File: src/rtl/multicycle_control.sv
// multicycle_control: Moore FSM sequencing the multi-cycle datapath with timed memory handshakes
module multicycle_control #(
  parameter int OPW = 6,
  parameter int FUNCTW = 6,
  parameter int TIMEOUT = 15,
  parameter logic [FUNCTW-1:0] FUNCT_BRV = 6'b010100,
  parameter logic [FUNCTW-1:0] FUNCT_JMX = 6'b010101
) (
  input  logic              clk,
  input  logic              rst_n,
  input  logic [OPW-1:0]    opcode,
  input  logic [FUNCTW-1:0] funct,
  input  logic              mem_ready,
  output logic              pcwrite,
  output logic              pcwritecond,
  output logic [1:0]        brcond,
  output logic [1:0]        iord,
  output logic              memread,
  output logic              memwrite,
  output logic              irwrite,
  output logic [1:0]        regdst,
  output logic [1:0]        memtoreg,
  output logic              regwrite,
  output logic [1:0]        alusrca,
  output logic [1:0]        alusrcb,
  output logic [1:0]        aluop,
  output logic [1:0]        pcsource,
  output logic [4:0]        state,
  output logic              illegal,
  output logic              mem_err
);
  localparam logic [OPW-1:0] OP_R      = OPW'(6'b000000);
  localparam logic [OPW-1:0] OP_LW     = OPW'(6'b100011);
  localparam logic [OPW-1:0] OP_SW     = OPW'(6'b101011);
  localparam logic [OPW-1:0] OP_BEQ    = OPW'(6'b000100);
  localparam logic [OPW-1:0] OP_NANDI  = OPW'(6'b011100);
  localparam logic [OPW-1:0] OP_BLEZAL = OPW'(6'b100100);
  localparam logic [OPW-1:0] OP_BALV   = OPW'(6'b011110);
  localparam logic [OPW-1:0] OP_JALPC  = OPW'(6'b011111);
  localparam int CW = (TIMEOUT > 1) ? $clog2(TIMEOUT + 1) : 1;
  localparam logic [CW-1:0] TLIM = CW'(TIMEOUT - 1);
  typedef enum logic [4:0] {
    FETCH, DECODE, MEMADR, MEMRD, MEMWB, MEMWR, REX, RWB, BEQ,
    IEX, IWB, BLEZAL, BALV, JALPC, BRV, JMX_RD, JMX_JMP
  } state_t;
  state_t st, nx;
  logic [CW-1:0] cnt;
  logic wait_st, to;
  assign wait_st = st inside {FETCH, MEMRD, MEMWR, JMX_RD};
  assign to = (TIMEOUT != 0) && rst_n && wait_st && !mem_ready && cnt == TLIM;
  assign state = rst_n ? st : 5'd0;
  // state register and wait counter; counter clears whenever a wait state is (re)entered
  always_ff @(posedge clk) begin
    if (!rst_n) begin
      st  <= FETCH;
      cnt <= '0;
    end else begin
      st  <= nx;
      cnt <= (nx == st && !to) ? cnt + 1'b1 : '0;
    end
  end
  // next state and Moore outputs; only FETCH's irwrite/pcwrite follow mem_ready
  always_comb begin
    nx = FETCH;
    pcwrite = 1'b0; pcwritecond = 1'b0; brcond = 2'b00; iord = 2'b00;
    memread = 1'b0; memwrite = 1'b0; irwrite = 1'b0; regdst = 2'b00;
    memtoreg = 2'b00; regwrite = 1'b0; alusrca = 2'b00; alusrcb = 2'b00;
    aluop = 2'b00; pcsource = 2'b00; illegal = 1'b0;
    mem_err = to;
    if (rst_n) begin
      case (st)
        FETCH: begin
          memread = 1'b1; alusrcb = 2'b01;
          irwrite = mem_ready; pcwrite = mem_ready;
          nx = mem_ready ? DECODE : FETCH;
        end
        DECODE: begin
          alusrcb = 2'b11;
          case (opcode)
            OP_LW, OP_SW: nx = MEMADR;
            OP_BEQ:       nx = BEQ;
            OP_NANDI:     nx = IEX;
            OP_BLEZAL:    nx = BLEZAL;
            OP_BALV:      nx = BALV;
            OP_JALPC:     nx = JALPC;
            OP_R:         nx = funct == FUNCT_BRV ? BRV : funct == FUNCT_JMX ? JMX_RD : REX;
            default:      illegal = 1'b1;
          endcase
        end
        MEMADR: begin
          alusrca = 2'b01; alusrcb = 2'b10;
          nx = opcode == OP_SW ? MEMWR : MEMRD;
        end
        MEMRD: begin
          memread = 1'b1; iord = 2'b01;
          nx = mem_ready ? MEMWB : MEMRD;
        end
        MEMWB: begin
          regwrite = 1'b1; memtoreg = 2'b01;
        end
        MEMWR: begin
          memwrite = 1'b1; iord = 2'b01;
          nx = mem_ready ? FETCH : MEMWR;
        end
        REX: begin
          alusrca = 2'b01; aluop = 2'b10; nx = RWB;
        end
        RWB: begin
          regwrite = 1'b1; regdst = 2'b01;
        end
        BEQ: begin
          alusrca = 2'b01; aluop = 2'b01; pcwritecond = 1'b1; pcsource = 2'b01;
        end
        IEX: begin
          alusrca = 2'b01; alusrcb = 2'b10; aluop = 2'b11; nx = IWB;
        end
        IWB: regwrite = 1'b1;
        BLEZAL: begin
          pcwritecond = 1'b1; brcond = 2'b01; pcsource = 2'b01;
          regwrite = 1'b1; regdst = 2'b10; memtoreg = 2'b10;
        end
        BALV: begin
          pcwritecond = 1'b1; brcond = 2'b10; pcsource = 2'b01;
          regwrite = 1'b1; regdst = 2'b10; memtoreg = 2'b10;
        end
        JALPC: begin
          pcwrite = 1'b1; pcsource = 2'b10;
          regwrite = 1'b1; regdst = 2'b10; memtoreg = 2'b10;
        end
        BRV: begin
          pcwritecond = 1'b1; brcond = 2'b10; pcsource = 2'b11;
        end
        JMX_RD: begin
          memread = 1'b1; iord = 2'b10;
          nx = mem_ready ? JMX_JMP : JMX_RD;
        end
        JMX_JMP: begin
          alusrca = 2'b10; aluop = 2'b11; pcwrite = 1'b1;
        end
        default: nx = FETCH;
      endcase
      if (to) nx = FETCH;
    end
  end
endmodule

File: config.mk
export PLATFORM = sky130hd
export DESIGN_NAME = multicycle_control
export DESIGN_NICKNAME = d
export VERILOG_FILES = /design/src/rtl/multicycle_control.sv
export SDC_FILE = /design/constraint.sdc
export NUM_CORES = 1
export LEC_CHECK = 0
export BUFFER_PORTS_ARGS = -buffer_cell sky130_fd_sc_hd__buf_2
export CAP_MARGIN = 20
export CORE_MARGIN = 2
export CORE_UTILIZATION = 40
export CTS_CLUSTER_DIAMETER = 120
export DETAILED_ROUTE_END_ITERATION = 8
export GPL_TIMING_DRIVEN = 1
export PLACE_DENSITY = 0.74
export SYNTH_ARGS = -nofsm -noshare
export SYNTH_HDL_FRONTEND = slang
export SYNTH_SLANG_ARGS = --single-unit
File: constraint.sdc
create_clock -name clk -period 2.4 [get_ports clk]
set_input_delay 0.24 -clock clk [delete_from_list [all_inputs] [get_ports clk]]
set_output_delay 0.24 -clock clk [all_outputs]
set_load 0.05 [all_outputs]
==> flow_metrics.tcl, run 1 <==
set metrics [dict create \
    status "complete, no violations" \
    synth.yosys.seq_area_share_pct 13.4 \
    drt-pass1-iter-count 4 \
    cts-root-buf "clkbuf_4" \
    antenna_left 0 \
    antenna_found_initial 0 \
    fin_skew_ns 0.00423 \
    coreArea_um2 3280 \
    grt_pass1_wl_mm 6.32 \
    reg2reg_to "cnt[0]$_SDFF_PN0_" \
    totalWireLength_mm 4.03 \
    clkTransAtPathRegs_ns 0.06 \
    synth.distinct_cells 57 \
    synth_nets 210 \
    rows 21 \
    mostFrequentLayoutCells "buf_2 (43), nor2_1 (22), nand2_1 (17)" \
    synth_edf_count 0 \
    start_util_pct 41.0 \
    rr_worst_depth 7 \
    buffer_ports.inserted 43 \
    design_area_um2 1710 \
    wl_per_cell_um 14.2 \
    drc 0 \
    dp_hpwl_mm 3.18 \
    synth-async-reset-ratio_pct 0 \
    slowest_stage "or3b_1" \
    period_minus_slack_ns 2.25 \
    cp.required_ns 2.57 \
    path_cells "buf_4, or3b_1, or2_4, o32ai_4, a2bb2oi_2, o211ai_2, nor4b_1" \
    yosys_warnings 0 \
    setup_viol 0 \
    maxSlewHeadroom_pct 60.7 \
    drtIter0Drc 241 \
    maxCapViolations 0 \
    holdPathStages 1 \
    slowest_delay_ns 0.41 \
    clock_path_buffers 2 \
    synth_seq_cells 9 \
    p_leak_nw 0.770 \
    vias 1638 \
    clkPwrFrac_pct 26.0 \
    ios 44 \
    numCtsBuffers 3 \
    post_cts_buffers 0 \
    min_to "cnt[0]$_SDFF_PN0_" \
    tightestPinTransition_ns 0.584 \
    ir_worst_vdd_uv 238 \
    synthesis.area_um2 1350 \
    nets 257 \
    switching_share_pct 37.3 \
    layout-drive-gt1-share_pct 32.6 \
    r2r_slack_ns 0.15 \
    p_int_mw 0.282 \
    start_kind "flip-flop" \
    crit_type "flip-flop to flip-flop" \
    whs_ns 0.504 \
    fp.dieW_um 62.0 \
    final_common_cell "buf_2" \
    grt_pass1_vias 1375 \
    rsz0062_at_grt "true" \
    dieArea_um2 3850 \
    die_h_um 62.0 \
    cts.htree.levels 1 \
    numClockSinks 9 \
    overflow 0 \
    power_switching_mw 0.168 \
    dpl_cell_area_um2 1680 \
    num_antenna_cells 0 \
    synth_cells 193 \
    crit_fanout 20 \
    grt_max_degree 21 \
    synth_top_flop_cell "dfxtp_1" \
    seqPwrFrac_pct 36.3 \
    arrival_ns 2.42 \
    fin_crit_sh_pct 93.8 \
    power_frac_comb_pct 37.7 \
    reg2reg_from "st[1]$_SDFF_PN0_" \
    cp-end-kind "flip-flop" \
    cts_tree "built" \
    hold_path_class "flip-flop to flip-flop" \
    insertion_delay_ns 0.26 \
    hold_violations 0 \
    track_usage_pct 21.9 \
    min_from "cnt[0]$_SDFF_PN0_" \
    avgSynthCellArea_um2 6.98 \
    fmax_ghz 0.444 \
    area_growth_pct 26.7 \
    p_per_area_nw_per_um2 264 \
    slew_violations 0 \
    gp_congestion 0.902 \
    viasPerCell 5.75 \
]
## per-layer routing
layer / GRT usage, % / part of all wire (%) / vias to the layer above
li1: - / - / 816
met1: 29.5 / 44 / 751
met2: 35.6 / 47 / 65
met3: 3.73 / 6.2 / 6
met4: 6.69 / 1.9 / 0
met5: 0 / 0 / -
## power groups by stage
stage	Clock, mW	Combinational [mW]	Sequential (mW)
after global routing	0.131	0.186	0.164
after global placement	0	0.165	0.166
after detailed placement	0	0.168	0.166
after floorplan	0	0.122	0.163
after CTS	0.121	0.168	0.163
final	0.117	0.170	0.163
## cell type report
type | count | area (um^2)
Clock buffer | 4 | 26.3
Fill cell | 347 | 1580
Inverter | 8 | 30.0
Multi-Input combinational cell | 161 | 1080
Sequential cell | 9 | 183
Tap cell | 46 | 57.6
Timing Repair Buffer | 57 | 333
## what timing repair did
| action | CTS | global route |
|---|---|---|
| resized for setup | 0 | 3 |
| endpoints found under the setup margin | 0 | 4 |
| hold buffers | 0 | 0 |
## cells in the mapped netlist (2+ instances only)
master,n,area share (%)
dfxtp_1,9,13
nand4_1,3,1.4
a21oi_1,14,5.2
nor4bb_1,2,1.5
nor4b_1,7,4.5
or3b_1,2,1.3
o41ai_1,2,1.3
or2b_1,2,1.1
nand3_1,4,1.5
nand2b_1,7,3.2
clkbuf_1,7,2.0
xnor2_1,4,2.6
inv_1,8,2.2
ha_1,2,1.9
nor3_1,8,3.0
or2_2,5,2.3
and2_1,4,1.9
a31oi_1,2,0.93
a32oi_1,2,1.3
nor3b_1,2,1.1
o21ai_0,5,1.9
a221oi_1,2,1.3
nor4_1,4,1.9
nand2_1,17,4.7
and4b_1,3,2.2
nor2_1,22,6.1
nor2b_1,3,1.4
buf_2,7,2.6
a2bb2oi_1,2,1.3
o221ai_1,2,1.3
o32a_1,2,1.5
xor2_1,2,1.3
and3_1,2,0.93
## through the flow
stage | setup TNS (ns) | setup slack (ns) | utilization [%] | total power [mW] | cells
after floorplan | 0 | 0.0779 | - | 0.285 | 193
after global placement | 0 | 0.225 | 51.1 | 0.331 | 281
after detailed placement | 0 | 0.154 | 51.1 | 0.334 | 281
after CTS | 0 | 0.161 | 51.9 | 0.451 | 285
after global routing | -0.0188 | -0.00983 | 52.0 | 0.481 | 285
final | 0 | 0.149 | 52.0 | 0.450 | 285
## kinds of logic after synthesis
group           Yosys count  synth area share [%]
xor+xnor                  6                  3.90
fa+ha+maj                 2                  1.86
compound gates           50                  29.0
buf+inv                  23                  7.61
flops                     9                  13.4
simple gates            103                  44.3
## sequential cells by signal (all words and copies together), names as in the netlist
register  count
st            5
cnt           4
## critical path, delay by kind of cell (launching register included)
family                 cells  cell delay [ns]
buffers and inverters      1             0.22
AND/OR/NAND/NOR            3             0.98
flip-flops                 1             0.35
AO/OA/AOI/OAI              3             0.62
## how the worst max path moves through the flow
stage,end,startpoint,slack (ns)
2_1_floorplan,irwrite,st[1]$_SDFF_PN0_,0.08
3_3_place_gp,cnt[2]$_SDFF_PN0_,st[0]$_SDFF_PN0_,0.22
3_5_place_dp,cnt[3]$_SDFF_PN0_,st[1]$_SDFF_PN0_,0.15
4_1_cts,cnt[2]$_SDFF_PN0_,st[1]$_SDFF_PN0_,0.16
5_1_grt,cnt[2]$_SDFF_PN0_,st[1]$_SDFF_PN0_,-0.01
6_report,cnt[0]$_SDFF_PN0_,st[1]$_SDFF_PN0_,0.15
(Power assumes the default switching activity.)
==> run 2, diff against run 1 <==
--- a/config.mk
+++ b/config.mk
@@ -5,6 +5,7 @@
 export SDC_FILE = /design/constraint.sdc
 export NUM_CORES = 1
 export LEC_CHECK = 0
+export ABC_AREA = 1
 export BUFFER_PORTS_ARGS = -buffer_cell sky130_fd_sc_hd__buf_2
 export CAP_MARGIN = 20
 export CORE_MARGIN = 2
@@ -12,7 +13,7 @@
 export CTS_CLUSTER_DIAMETER = 120
 export DETAILED_ROUTE_END_ITERATION = 8
 export GPL_TIMING_DRIVEN = 1
-export PLACE_DENSITY = 0.74
+export PLACE_DENSITY = 0.75
 export SYNTH_ARGS = -nofsm -noshare
 export SYNTH_HDL_FRONTEND = slang
 export SYNTH_SLANG_ARGS = --single-unit
==> run 2 against run 1 <==
Global-route usage decreased by 4.1 points. Via count decreased by 13%. Area after synthesis decreased by 5.6%. Final cell count increased by 7.7%. Synthesized cell count increased by 14%. Total power decreased by 6.0%. Sequential share of layout area increased by 1.0 points. Core utilization decreased by 1.2 points. Die area decreased by 5.2%. Setup slack improved by 0.063 ns. Clock power about the same. Critical endpoint is now illegal.
==> flow_metrics.tcl, run 2 <==
set metrics [dict create \
    numClockSinks 9 \
    crit_type "flip-flop to output port" \
    grt_pass1_wl_mm 5.01 \
    drt-pass1-iter-count 5 \
    die_h_um 60.4 \
    fmax_ghz 0.457 \
    fp.dieW_um 60.4 \
    drtIter0Drc 54 \
    vias 1428 \
    dp_hpwl_mm 2.61 \
    dieArea_um2 3650 \
    fin_crit_sh_pct 91.2 \
    yosysTopAreaCell "dfxtp_1" \
    p_leak_nw 0.943 \
    start_util_pct 42.0 \
    cts-root-buf "clkbuf_4" \
    post_cts_buffers 0 \
    cts_tree "built" \
    track_usage_pct 17.8 \
    synth_nets 237 \
    maxCapViolations 0 \
    coreArea_um2 3030 \
    synth_top_area_share_pct 14.2 \
    period_minus_slack_ns 2.19 \
    ios 44 \
    numCtsBuffers 3 \
    synth_top_flop_cell "dfxtp_1" \
    r2r_slack_ns 0.43 \
    yosysMostFrequentCell "nand2_1" \
    viasPerCell 4.65 \
    synth-async-reset-ratio_pct 0 \
    reg.largest.list "st (5), cnt (4)" \
    ir_worst_vdd_uv 119 \
    setup_viol 0 \
    totalWireLength_mm 3.11 \
    layout-drive-gt1-share_pct 29.7 \
    final_common_cell "nand2_1" \
    top_register "st" \
    synth.distinct_cells 29 \
    antenna_left 0 \
    synth_seq_cells 9 \
    num_antenna_cells 0 \
    cts_hold_repair.buffers 0 \
    drc 0 \
    status "complete, no violations" \
    mostFrequentLayoutCells "nand2_1 (45), buf_2 (43), inv_1 (40)" \
    clock_path_buffers 2 \
    cts.htree.levels 1 \
    p_per_area_nw_per_um2 275 \
    overflow 0 \
    cp-end-kind "output port" \
    dp.cells 303 \
    rsz0062_at_grt "false" \
    antenna_found_initial 0 \
    synth.yosys.seq_area_share_pct 14.2 \
    power_mw 0.423 \
    cts_resized 0 \
    hold_path_class "primary input to flip-flop" \
    crit_fanout 10 \
    wl_per_cell_um 10.1 \
    synth_commonest_cells "nand2_1 (45), inv_1 (40), nor2_1 (38), nand3_1 (25), dfxtp_1 (9)" \
    rows 20 \
    arrival_ns 1.95 \
    grt_pass1_vias 1219 \
    nets 281 \
    final_cell_count_no_fill 307 \
    area_growth_pct 20.9 \
    fin_skew_ns 0.00786 \
    insertion_delay_ns 0.26 \
    netlist_top_cells_area "dfxtp_1 (14%), nand2_1 (13%), inv_1 (12%), nor2_1 (11%), nand3_1 (9.8%)" \
    tightestPinTransition_ns 0.591 \
    gp_congestion 0.881 \
    buffer_ports.inserted 43 \
    avgSynthCellArea_um2 5.78 \
    clkTransAtPathRegs_ns 0.06 \
    setup-tns-final_ns 0 \
    grt_max_degree 20 \
    synthesis.area_um2 1270 \
    cp.required_ns 2.16 \
    hold_violations 0 \
    largest_reg_flops 5 \
    slew_violations 0 \
    yosys_warnings 0 \
    start_kind "flip-flop" \
    maxSlewHeadroom_pct 60.6 \
    synth_edf_count 0 \
    synth_cells 220 \
]
run 2: cell count changes in the layout (fill, tap and decap cells not counted), moves of 7 or more:
cell      change
a21oi_1      -10
buf_4        -10
inv_1        +32
nand2_1      +28
nand2b_1      -7
nand3_1      +21
nor2_1       +16
run 2: worst max-delay path, cell delays in order, from the launching register on:
cell and delay, ns:
dfxtp_1 0.49, nor2_8 0.21, nand2_4 0.10, nor3_2 0.17, nand2_1 0.06, or3b_1 0.35
inv_1 0.05, buf_2 0.25
run 2: logic make-up after synthesis:
kind of cell    share of synthesized area (%)
compound gates                           7.28
xor+xnor                                 1.38
fa+ha+maj                                1.97
buf+inv                                  18.2
flops                                    14.2
simple gates                             57.0
run 2: routing by layer:
layer	vias to the layer above	global-route usage [%]	wire, um
li1	771	-	-
met3	4	3.62	170
met1	607	21.5	1380
met4	0	3.49	46
met5	-	0	0
met2	46	32.6	1510
run 2: where the power goes:
group | switching (mW) | internal [mW]
sequential | 0.00801 | 0.156
combinational | 0.0965 | 0.0462
clock | 0.0528 | 0.0640
run 2: through the flow:
stage               utilization (%)  hold slack (ns)  setup WS [ns]  area, um^2
finish                         50.8            0.395          0.212        1540
global route                   50.8            0.431          0.103        1540
CTS                            50.8            0.375          0.210        1540
detailed placement             50.0            0.459          0.449        1510
global placement               50.0            0.446          0.508        1510
floorplan                         -            0.389          0.125        1280
run 2: layout make-up:
cell class              count  area (um^2)
clock buffers               4         26.3
fillers                   348         1490
inverters                  45          174
multi-input cells         159          866
flip-flops and latches      9          180
well taps                  44         55.1
repair buffers             46          238
run 2: final timing paths:
kind                     start                 to  cells after the start
max           st[3]$_SDFF_PN0_            illegal                      7
min                  mem_ready   st[4]$_SDFF_PN0_                      3
max reg2reg   st[1]$_SDFF_PN0_  cnt[1]$_SDFF_PN0_                     12
min reg2reg  cnt[0]$_SDFF_PN0_  cnt[0]$_SDFF_PN0_                      1
==> run 3, diff against run 2 <==
--- a/config.mk
+++ b/config.mk
@@ -8,7 +8,6 @@
 export ABC_AREA = 1
 export BUFFER_PORTS_ARGS = -buffer_cell sky130_fd_sc_hd__buf_2
 export CAP_MARGIN = 20
-export CORE_MARGIN = 2
 export CORE_UTILIZATION = 40
 export CTS_CLUSTER_DIAMETER = 120
 export DETAILED_ROUTE_END_ITERATION = 8
==> constraint.sdc (replaced) <==
create_clock -name clk -period 2.48 [get_ports clk]
set_input_delay 0.248 -clock clk [delete_from_list [all_inputs] [get_ports clk]]
set_output_delay 0.248 -clock clk [all_outputs]
set_load 0.05 [all_outputs]
==> run 3 against run 2 <==
Global-route usage increased by 0.19 points. Clock skew decreased by 0.0028 ns. Sequential power about the same. Register-to-register slack improved by 0.05 ns. Combinational power decreased by 7%. Largest power group unchanged.
==> flow_metrics.tcl, run 3 (same netlist as run 2, synthesis figures left out) <==
set metrics [dict create \
    status "complete, no violations" \
    maxSlewHeadroom_pct 61.0 \
    area_growth_pct 19.8 \
    cts-root-buf "clkbuf_4" \
    totalWireLength_mm 2.99 \
    seqPwrFrac_pct 39.6 \
    final_common_cell "nand2_1" \
    seq_area_um2 180 \
    crit_fanout 10 \
    path_cells "nor2_8, nand2_4, nor3_2, nand2_1, or3b_1, inv_1, buf_2" \
    drtIter0Drc 25 \
    start_kind "flip-flop" \
    p_leak_nw 0.933 \
    clkTransAtPathRegs_ns 0.06 \
    vias 1405 \
    drc 0 \
    cts.htree.levels 1 \
    setup_viol 0 \
    fmax_ghz 0.457 \
    dpl_cell_area_um2 1500 \
    num_antenna_cells 0 \
    ir_worst_vdd_uv 192 \
    reg.largest.list "st (5), cnt (4)" \
    hold_path_class "primary input to flip-flop" \
    clkPwrFrac_pct 27.8 \
    fill_cells 324 \
    slew_violations 0 \
    fp.dieW_um 58.4 \
    maxCapViolations 0 \
    power_switching_mw 0.153 \
    design_area_um2 1520 \
    period_minus_slack_ns 2.19 \
    hold_violations 0 \
    mostFrequentLayoutCells "nand2_1 (45), buf_2 (43), inv_1 (40)" \
    ios 44 \
    switching_share_pct 37.5 \
    grt_use_met1_pct 23.6 \
    post_cts_buffers 0 \
    fin_crit_sh_pct 88.3 \
    antenna_left 0 \
    crit_type "flip-flop to output port" \
    numClockSinks 9 \
    antenna_found_initial 0 \
    die_h_um 58.4 \
    top_register "st" \
    power_frac_comb_pct 32.5 \
    insertion_delay_ns 0.26 \
    cp.required_ns 2.23 \
    fin_skew_ns 0.00502 \
    wl_per_cell_um 9.79 \
    track_usage_pct 18.0 \
    cp-end-kind "output port" \
    multi_input_area_um2 866 \
    numCtsBuffers 3 \
    slowest_stage "dfxtp_1" \
    setup-tns-final_ns 0 \
    rsz0062_at_grt "false" \
    whs_ns 0.413 \
    dieArea_um2 3410 \
    grt_busiest_layer "met2" \
    p_per_area_nw_per_um2 268 \
    start_util_pct 42.0 \
    rows 20 \
    p_int_mw 0.255 \
    gp_congestion 0.859 \
    cts_hold_repair.buffers 0 \
    dp_hpwl_mm 2.40 \
    largest_reg_flops 5 \
    grt_max_degree 20 \
    nets 279 \
    met2_usage_pct 31.9 \
    grtUsageMet3_pct 3.08 \
    overflow 0 \
    viasPerCell 4.61 \
    cts_resized 0 \
    tightestPinTransition_ns 0.584 \
    drt-pass1-iter-count 4 \
    grt_pass1_wl_mm 4.89 \
    buffer_ports.inserted 43 \
    slowest_delay_ns 0.49 \
    cts_tree "built" \
    arrival_ns 1.94 \
    grt_pass1_vias 1196 \
    clock_path_buffers 2 \
    coreArea_um2 3030 \
    power_mw 0.408 \
    layout-drive-gt1-share_pct 29.1 \
]
[run 3: cell count changes in the layout (fill, tap and decap cells not counted)]
cell   delta
buf_4     -2
[run 3: through the flow]
step	util (%)	std cells	setup WS, ns
2_1_floorplan	-	220	0.197
3_3_place_gp	49.5	301	0.537
3_5_place_dp	49.5	301	0.545
4_1_cts	50.3	305	0.274
5_1_grt	50.3	305	0.101
6_report	50.3	305	0.290
[run 3: path summary, 6_finish.rpt]
| check | from | to | slack (ns) | depth (start not counted) |
|---|---|---|---|---|
| worst max-delay path | st[3]$_SDFF_PN0_ | illegal | 0.29 | 7 |
| worst min-delay path | rst_n | st[1]$_SDFF_PN0_ | 0.41 | 3 |
| worst max register to register | st[1]$_SDFF_PN0_ | cnt[0]$_SDFF_PN0_ | 0.48 | 12 |
| worst min register to register | cnt[0]$_SDFF_PN0_ | cnt[0]$_SDFF_PN0_ | 0.51 | 1 |
[run 3: worst max-delay path, delay by kind of cell, from the launching register on]
kind,cells,cell delay [ns]
flops,1,0.49
simple gates,5,0.89
buf+inv,2,0.30
[run 3: power by group through the flow]
stage / clock, mW / sequential, mW / combinational (mW)
after floorplan: 0 / 0.158 / 0.106
after global routing: 0.128 / 0.162 / 0.148
after detailed placement: 0 / 0.165 / 0.132
after CTS: 0.117 / 0.161 / 0.133
after global placement: 0 / 0.164 / 0.131
final: 0.113 / 0.162 / 0.133
[run 3: final cells by class]
class | instances | area share (%)
multi-input cells | 159 | 56.8
repair buffers | 44 | 14.6
flip-flops and latches | 9 | 11.8
inverters | 45 | 11.4
well taps | 44 | 3.61
clock buffers | 4 | 1.72
[run 3: metal layers]
metal  vias to the layer above  wire [um]
met5                         -          0
met4                         0          0
met3                         0        162
met2                        43       1370
met1                       601       1450
li1                        761          -
